<file path="config.mk">
export PLATFORM = sky130hd
export DESIGN_NAME = bitserial_alu_seq_flat
export DESIGN_NICKNAME = d
export VERILOG_FILES = /design/src/rtl/bitserial_alu_seq_if.sv /design/src/rtl/bitserial_alu_seq.sv /design/src/flat_wrapper.sv
export SDC_FILE = /design/constraint.sdc
export NUM_CORES = 1
export LEC_CHECK = 0
export CAP_MARGIN = 20
export CORE_AREA = 2 2 79 81
export CTS_CLUSTER_DIAMETER = 60
export DETAILED_ROUTE_END_ITERATION = 10
export DIE_AREA = 0 0 81 83
export GPL_ROUTABILITY_DRIVEN = 0
export SYNTH_ARGS = -nofsm -noshare
export SYNTH_HDL_FRONTEND = slang
export SYNTH_SLANG_ARGS = --single-unit
</file>
<file path="constraint.sdc">
create_clock -name clk -period 2.3 [get_ports clk]
set_clock_uncertainty 0.15 [all_clocks]
set_input_delay 0.345 -clock clk [delete_from_list [all_inputs] [get_ports clk]]
set_output_delay 0.345 -clock clk [all_outputs]
set_load 0.01 [all_outputs]
</file>
<file path="src/rtl/bitserial_alu_seq_if.sv">
// bitserial_alu_seq_if: groups the requester-side and ALU-side signals of the
// bit-serial ALU sequencer. The slave modport is the sequencer's view. The master
// modport is the view of the environment around it: the requester plus the serial ALU.
interface bitserial_alu_seq_if #(
    parameter int unsigned W = 8
);
    // Requester side
    logic         start;
    logic [3:0]   op_in;
    logic [W-1:0] a_in;
    logic [W-1:0] b_in;
    logic         busy;
    logic         done;
    logic         err;
    logic [W-1:0] result;

    // Serial ALU side
    logic [3:0]   alu_op;
    logic         alu_a;
    logic         alu_b;
    logic         alu_rstn;
    logic         alu_out;

    modport master (
        output start, op_in, a_in, b_in, alu_out,
        input  busy, done, err, result, alu_op, alu_a, alu_b, alu_rstn
    );

    modport slave (
        input  start, op_in, a_in, b_in, alu_out,
        output busy, done, err, result, alu_op, alu_a, alu_b, alu_rstn
    );
endinterface

</file>
<file path="src/rtl/bitserial_alu_seq.sv">
// bitserial_alu_seq: latches a parallel opcode and two W-bit operands. It clears the
// serial ALU for one cycle and then streams the operand bits LSB-first for W cycles.
// The ALU's registered output bits are collected into a W-bit result, and completion
// is marked with a one-cycle done pulse.
// Optional feature: define BSEQ_OPCHECK_EN to reject illegal opcodes in IDLE. A
// rejected request pulses err and done together and never leaves IDLE.
module bitserial_alu_seq #(
    parameter int unsigned W = 8
) (
    input logic               clk,
    input logic               rstn,
    bitserial_alu_seq_if.slave bus
);
    localparam int unsigned IdxW = (W > 1) ? $clog2(W) : 1;

    localparam logic [1:0] StIdle  = 2'd0;
    localparam logic [1:0] StClr   = 2'd1;
    localparam logic [1:0] StRun   = 2'd2;
    localparam logic [1:0] StDrain = 2'd3;

    logic [1:0]      state_q, state_d;
    logic [3:0]      op_q, op_d;
    logic [W-1:0]    a_q, a_d;
    logic [W-1:0]    b_q, b_d;
    logic [W-1:0]    cap_q, cap_d;
    logic [W-1:0]    result_q, result_d;
    logic [IdxW-1:0] idx_q, idx_d;
    logic            done_q, done_d;
    logic            err_q, err_d;
    logic            op_legal;

`ifdef BSEQ_OPCHECK_EN
    // Decode of the opcodes the ALU implements
    always_comb begin
        case (bus.op_in)
            4'b0000, 4'b0001, 4'b1000, 4'b1001, 4'b1010, 4'b1100: op_legal = 1'b1;
            default:                                              op_legal = 1'b0;
        endcase
    end
`else
    // Without the check every opcode runs the full sequence
    assign op_legal = 1'b1;
`endif

    // Next-state logic for the sequence IDLE -> CLR -> RUN (W cycles) -> DRAIN
    always_comb begin
        state_d  = state_q;
        op_d     = op_q;
        a_d      = a_q;
        b_d      = b_q;
        cap_d    = cap_q;
        result_d = result_q;
        idx_d    = idx_q;
        done_d   = 1'b0;
        err_d    = 1'b0;
        case (state_q)
            StIdle: begin
                if (bus.start) begin
                    if (op_legal) begin
                        op_d    = bus.op_in;
                        a_d     = bus.a_in;
                        b_d     = bus.b_in;
                        state_d = StClr;
                    end else begin
                        err_d  = 1'b1;
                        done_d = 1'b1;
                    end
                end
            end
            StClr: begin
                idx_d   = '0;
                state_d = StRun;
            end
            StRun: begin
                // alu_out lags the presented bits by one cycle, so bit idx-1 arrives now
                if (idx_q != '0) begin
                    cap_d = {bus.alu_out, cap_q[W-1:1]};
                end
                if (idx_q == IdxW'(W - 1)) begin
                    state_d = StDrain;
                end else begin
                    idx_d = idx_q + IdxW'(1);
                end
            end
            default: begin
                // DRAIN: the last bit (W-1) is on alu_out this cycle
                cap_d    = {bus.alu_out, cap_q[W-1:1]};
                result_d = {bus.alu_out, cap_q[W-1:1]};
                done_d   = 1'b1;
                state_d  = StIdle;
            end
        endcase
    end

    // State registers with synchronous active-low reset
    always_ff @(posedge clk) begin
        if (!rstn) begin
            state_q  <= StIdle;
            op_q     <= '0;
            a_q      <= '0;
            b_q      <= '0;
            cap_q    <= '0;
            result_q <= '0;
            idx_q    <= '0;
            done_q   <= 1'b0;
            err_q    <= 1'b0;
        end else begin
            state_q  <= state_d;
            op_q     <= op_d;
            a_q      <= a_d;
            b_q      <= b_d;
            cap_q    <= cap_d;
            result_q <= result_d;
            idx_q    <= idx_d;
            done_q   <= done_d;
            err_q    <= err_d;
        end
    end

    // Outputs are gated by rstn, so a reset forces them to their idle values in the
    // same cycle. alu_rstn follows rstn directly, so a block reset also clears the ALU.
    assign bus.busy     = rstn & (state_q != StIdle);
    assign bus.done     = rstn & done_q;
    assign bus.err      = rstn & err_q;
    assign bus.result   = rstn ? result_q : '0;
    assign bus.alu_op   = rstn ? op_q : 4'b0000;
    assign bus.alu_a    = rstn & (state_q == StRun) & a_q[idx_q];
    assign bus.alu_b    = rstn & (state_q == StRun) & b_q[idx_q];
    assign bus.alu_rstn = rstn & (state_q != StClr);
endmodule

</file>
<file path="src/flat_wrapper.sv">
// flat-port wrapper written by rule: the top's interface ports become plain ports
module bitserial_alu_seq_flat 
#(
    parameter int unsigned W = 8
)
  (clk, rstn, bus_start, bus_op_in, bus_a_in, bus_b_in, bus_alu_out, bus_busy, bus_done, bus_err, bus_result, bus_alu_op, bus_alu_a, bus_alu_b, bus_alu_rstn);
  bitserial_alu_seq_if #(.W(W)) bus_i ();
  input logic clk;
  input logic rstn;
  input wire logic [$bits(bus_i.start)-1:0] bus_start;
  input wire logic [$bits(bus_i.op_in)-1:0] bus_op_in;
  input wire logic [$bits(bus_i.a_in)-1:0] bus_a_in;
  input wire logic [$bits(bus_i.b_in)-1:0] bus_b_in;
  input wire logic [$bits(bus_i.alu_out)-1:0] bus_alu_out;
  output wire logic [$bits(bus_i.busy)-1:0] bus_busy;
  output wire logic [$bits(bus_i.done)-1:0] bus_done;
  output wire logic [$bits(bus_i.err)-1:0] bus_err;
  output wire logic [$bits(bus_i.result)-1:0] bus_result;
  output wire logic [$bits(bus_i.alu_op)-1:0] bus_alu_op;
  output wire logic [$bits(bus_i.alu_a)-1:0] bus_alu_a;
  output wire logic [$bits(bus_i.alu_b)-1:0] bus_alu_b;
  output wire logic [$bits(bus_i.alu_rstn)-1:0] bus_alu_rstn;
  assign bus_i.start = bus_start;
  assign bus_i.op_in = bus_op_in;
  assign bus_i.a_in = bus_a_in;
  assign bus_i.b_in = bus_b_in;
  assign bus_i.alu_out = bus_alu_out;
  assign bus_busy = bus_i.busy;
  assign bus_done = bus_i.done;
  assign bus_err = bus_i.err;
  assign bus_result = bus_i.result;
  assign bus_alu_op = bus_i.alu_op;
  assign bus_alu_a = bus_i.alu_a;
  assign bus_alu_b = bus_i.alu_b;
  assign bus_alu_rstn = bus_i.alu_rstn;
  bitserial_alu_seq #(.W(W)) u_core (.clk(clk), .rstn(rstn), .bus(bus_i));
endmodule
</file>
# [Yosys cells after proc, flatten, opt, wreduce, memory -nomap -nowiden]
# Cells that the tools add are included.
[word_totals] inputBits=24 out_inout_bits=18 reg_bits=42 elab_cells=49
[op_classes] n_reduce_logical=10 magnitude_cmp=1 eq_ne=8 bitwise=7 addsub=1 muxes=14
[ops] op="$mux W8" count=2
[ops] op="$pmux W8 S2" count=1
[ops] op="$reduce_and A2 Y1" count=4
[ops] op="$and A1 B1 Y1" count=6
[ops] op="$bmux W1 S3" count=2
[ops] op="$ne A2 B1 Y1 const B" count=3
[ops] op="$pmux W2 S3" count=1
[ops] op="$pmux W3 S2" count=1
[ops] op="$lt A3 B4 Y1 const B" count=1
[ops] op="$mux W2" count=2
[ops] op="$mux W4" count=1
[ops] op="$ne A2 B2 Y1 const B" count=2
[ops] op="$reduce_bool A2 Y1" count=2
[ops] op="$add A3 B1 Y3 const B" count=1
[ops] op="$eq A3 B3 Y1 const B" count=1
[ops] op="$mux W1" count=3
[ops] op="$mux W3" count=1
[ops] op="$reduce_bool A3 Y1" count=1
[ops] op="$reduce_or A3 Y1" count=1
[ops] op="$eq A2 B1 Y1 const B" count=1
[ops] op="$eq A2 B2 Y1 const B" count=1
[ops] op="$logic_not A2 Y1" count=1
[ops] op="$reduce_or A2 Y1" count=1
[ops] op="$not A1 Y1" count=1

# [Depth between registers and ports, before layout]
# Gate-level depths: netlist of the first run.
[depth] ltp_word=4 depth_mapped=6 ltp_nobuf=5

# [Least setup slack after synthesis of the first run]
# OpenSTA, ideal clock, no wires.
[synth_path] kind="register to register" start="reg u_core.state_q[0]" end="reg u_core.state_q[0]" arrival_ns=1.438 period_less_slack_ns=1.658 path_slack_ns=0.642 setup_time_ns=0.070 required_ns=2.080 n_path_buf=0 path_stages_with_launch=6 path_cell_list="dfxtp_1 -> inv_1 -> ha_1 -> nor2b_4 -> or4_1 -> a21oi_1"
[synth_via] elab_chain_len=3 elab_cells_between_ends=7 cone_classes="eq/ne: 4; mux: 1; reduce/logical: 2"
[synth_lines] item="from (decl)" line="bitserial_alu_seq.sv:21" text="logic [1:0] state_q, state_d;"
[synth_lines] item="from (signal assigned)" line="bitserial_alu_seq.sv:98" text="state_q <= StIdle;"
[synth_lines] item="from (signal assigned)" line="bitserial_alu_seq.sv:108" text="state_q <= state_d;"
[synth_lines] item="$eq A2 B2 Y1 / $logic_not A2 Y1 (equally long branches)" line="bitserial_alu_seq.sv:56" text="case (state_q)"
[synth_lines] item="$ne A2 B1 Y1 (no source line) / $ne A2 B2 Y1 (equally long branches)"
[synth_lines] item="$reduce_and A2 Y1 (no source line)"
# Several ways; a longest one is shown, not always the timed one.
# A chain may end at the register's enable or synchronous reset.

# [Worst setup path after layout of the first run]
[layout_path] start="reg u_core.idx_q[1]" end="out bus_alu_a"
[layout_via] elab_chain_len=3
[layout_lines] item="from (decl)" line="bitserial_alu_seq.sv:27" text="logic [IdxW-1:0] idx_q, idx_d;"
[layout_lines] item="from (signal assigned)" line="bitserial_alu_seq.sv:114" text="idx_q <= idx_d;"
[layout_lines] item="$bmux W1 S3" line="bitserial_alu_seq.sv:127" text="assign bus.alu_a = rstn & (state_q == StRun) & a_q[idx_q];"
[layout_lines] item="$mux W1 (implied by the code)" line="bitserial_alu_seq.sv:127"
[layout_lines] item="$and A1 B1 Y1" line="bitserial_alu_seq.sv:127"
[layout_lines] item="to (decl)" line="flat_wrapper.sv:20" text="output wire logic [$bits(bus_i.alu_a)-1:0] bus_alu_a;"
# No other way between the ends. The select of a mux whose other input is x is not followed.

==> results of run 1 <==
==> final timing paths <==
path / slack, ps / cells past startpoint / to / startpoint
setup / recovery: 80 / 5 / bus_alu_a / u_core.idx_q[1]
hold / removal: 300 / 2 / u_core.op_q[1] / u_core.op_q[1]
setup reg to reg: 510 / 6 / u_core.state_q[0] / u_core.idx_q[1]
hold reg to reg: 300 / 2 / u_core.op_q[1] / u_core.op_q[1]
==> power groups by stage <==
stage	logic (mW)	clock network (mW)	registers, mW
4_1_cts	0.745	0.497	0.870
6_report	0.730	0.476	0.872
2_1_floorplan	0.518	0	0.867
5_1_grt	0.831	0.520	0.888
3_5_place_dp	0.742	0	0.886
3_3_place_gp	0.734	0	0.885
==> synthesized netlist by cell type, drive strengths merged <==
cell type	number	share of area [%]
or3b	1	0.47
a21oi	34	9.1
buf	6	1.7
nand3b	1	0.40
clkbuf	6	1.2
or2	1	0.33
nor2b	4	2.1
o21ai	9	2.4
and3b	1	0.47
conb	1	0.20
and2	15	5.0
mux2i	8	4.3
nand3	10	2.7
inv	5	1.0
o211ai	3	1.2
mux4	4	4.8
or4	1	0.40
ha	9	6.0
nor2	12	2.4
nand2b	2	0.67
dfxtp	41	44
nand2	46	9.2
==> flip-flops by register name, indices dropped and copies added (netlist names) <==
name and flops:
u_core.cap_q 7, u_core.op_q 4, u_core.done_q 1, u_core.idx_q 3, u_core.b_q 8, u_core.a_q 8, u_core.state_q 2, u_core.result_q 8
==> cell families after synthesis <==
family                     after synthesis
AOI/OAI and AO/OA                       46
and+or+nand+nor                         94
DFF                                     41
other                                    1
muxes                                   12
adders and majority gates                9
buffers and inverters                   17
==> worst max-delay path, cell delays in order (launching register included) <==
cell	delay, ps
dfxtp_1	310
buf_4	170
mux4_2	510
nand2_1	90
a21oi_1	70
dlygate4sd2_1	290
==> cell type report <==
type | count | share of cell area (%)
Multi-Input combinational cell | 162 | 39.8
Timing Repair Buffer | 47 | 18.4
Tap cell | 75 | 3.82
Sequential cell | 41 | 33.5
Inverter | 5 | 0.764
Clock inverter | 1 | 0.306
Clock buffer | 6 | 3.36
==> timing repair <==
action	in CTS	in global routing
hold buffers	0	0
gates resized for setup	2	3
endpoints found under the setup margin	2	2
hold endpoints to repair	0	0
==> through the flow <==
stage,utilization (%),hold WS (ps),worst slack [ps],cells
4_1_cts,42.1,307,12.8,337
3_5_place_dp,40.6,295,63.0,330
2_1_floorplan,-,280,642,220
5_1_grt,42.2,316,0.775,337
3_3_place_gp,40.6,290,79.3,330
6_report,42.2,304,76.8,337
==> cells in the final DEF, fill, tap and decap left out, types with 2 or more instances in the layout <==
cell             netlist  layout
nand2_1               46      46
dfxtp_1               41      39
clkdlybuf4s50_1        0      37
a21oi_1               34      34
and2_1                15      15
nor2_1                12      12
nand3_1               10      10
o21ai_0                9       9
ha_1                   9       9
mux2i_1                8       8
buf_4                  1       7
clkbuf_8               0       6
inv_1                  4       4
mux4_2                 4       4
o211ai_1               3       3
nor2b_4                2       2
nand2b_1               2       2
nor2b_1                2       2
dlygate4sd2_1          0       2
dfxtp_2                0       2
==> per-layer routing <==
layer,wire [um],share of wire [%]
met1,1840,47
met2,1850,47
met3,190,4.9
met4,15,0.38
met5,0,0
==> results.ini, run 1 <==
[outcome]
outcome=complete, no violations

[synthesis]
synth_seq_cells=41
synth_area_um2=1870
synth-compound-area-share_pct=12.7
synth_cell_types=25
synthSimpleGateAreaFrac_pct=24.2
yosysSeqAreaShare_pct=43.9
avgSynthCellArea_um2=8.51
synth.area.mux_share_pct=9.09
synth_top_family_by_area=simple AND/OR/NAND/NOR gates
synth_cells=220
syn_nets=253
ys_warn_count=0
synthXorXnorAreaFrac_pct=0
synth_adder_area_share_pct=6.02

[layout]
nets=295
layout-drive-gt1-share_pct=8.78
antennaDiodeCount=0
multiInputGateArea_um2=977
final_cell_area_um2=2460
regArea_um2=823
nFillCells=633
areaGrowthSynthToFinish_pct=31.2

[global_route]
antenna_found_initial=0
grt-busiest-layer=met2
grt_usage_pct=12.8
use_met3_pct=4.24
grt_pass1_wl_um=6780
grt_remaining_overflow=0
grt_max_degree=38
met2_usage_pct=21.6
grt_util_met1_pct=15.1
grt_pass1_vias=1546

[sta]
fin_tns_setup_ps=0
setup_viol=0
min_period_over_period_pct=96.7
period_minus_slack_ps=2220
hold_viol=0
fmax_mhz=450
rsz0062_at_grt=no
report.final.slew_viol_count=0

[worst_hold_path]
min_path_type=register to register

[cts]
clock-root-buffer=clkbuf_8
post_cts_buffers=0
cts_tree=built
numCtsBuffers=5
htree_levels=2
cts_max_path_buffers=2
cts.clk_slew.worst_paths_ps=80
numClockSinks=41
clock_latency_ps=290

[floorplanning]
dieArea_um2=6720
dieWidth_um=81
rows=28
boundaryPins=42
core_um2=5820
start_util_pct=32.2
die_h_um=83

[power]
switching_share_pct=34.7
power_density_nw_per_um2=846
sequentialPowerShare_pct=42.0
intPower_mw=1.36
p_clk_share_pct=22.9
p_comb_share_pct=35.1
finalPower_mw=2.08
vdd_drop_max_uv=344
leakagePower_nw=0.921
p_sw_mw=0.721

[drt]
via_per_inst=4.60
drt-pass1-iter-count=4
ant_nets=0
avgRoutedWirePerCell_um=11.6
vias=1550
drt-total-wl_um=3900
drc=0
initialDrtViolationCount=92

[place]
place_hpwl_um=2790
port_buffers=40
placed_area_um2=2360

[worst_setup_path]
crit_arrival_ps=1730
path_class=register to primary output
worstSetupEndpointType=primary output
cp-start-kind=register
critPathMaxFanout=7
worstPathRequired_ps=1800

[run]
maxCapViolations=0

Note: power is estimated with default switching activity, not from simulation.
==> run 2: changes to the inputs <==
--- a/config.mk
+++ b/config.mk
@@ -10,7 +10,6 @@
 export CTS_CLUSTER_DIAMETER = 60
 export DETAILED_ROUTE_END_ITERATION = 10
 export DIE_AREA = 0 0 81 83
-export GPL_ROUTABILITY_DRIVEN = 0
 export SYNTH_ARGS = -nofsm -noshare
 export SYNTH_HDL_FRONTEND = slang
 export SYNTH_SLANG_ARGS = --single-unit
==> results of run 2 <==
Final layout, timing and power as in run 1 (identical DEF).
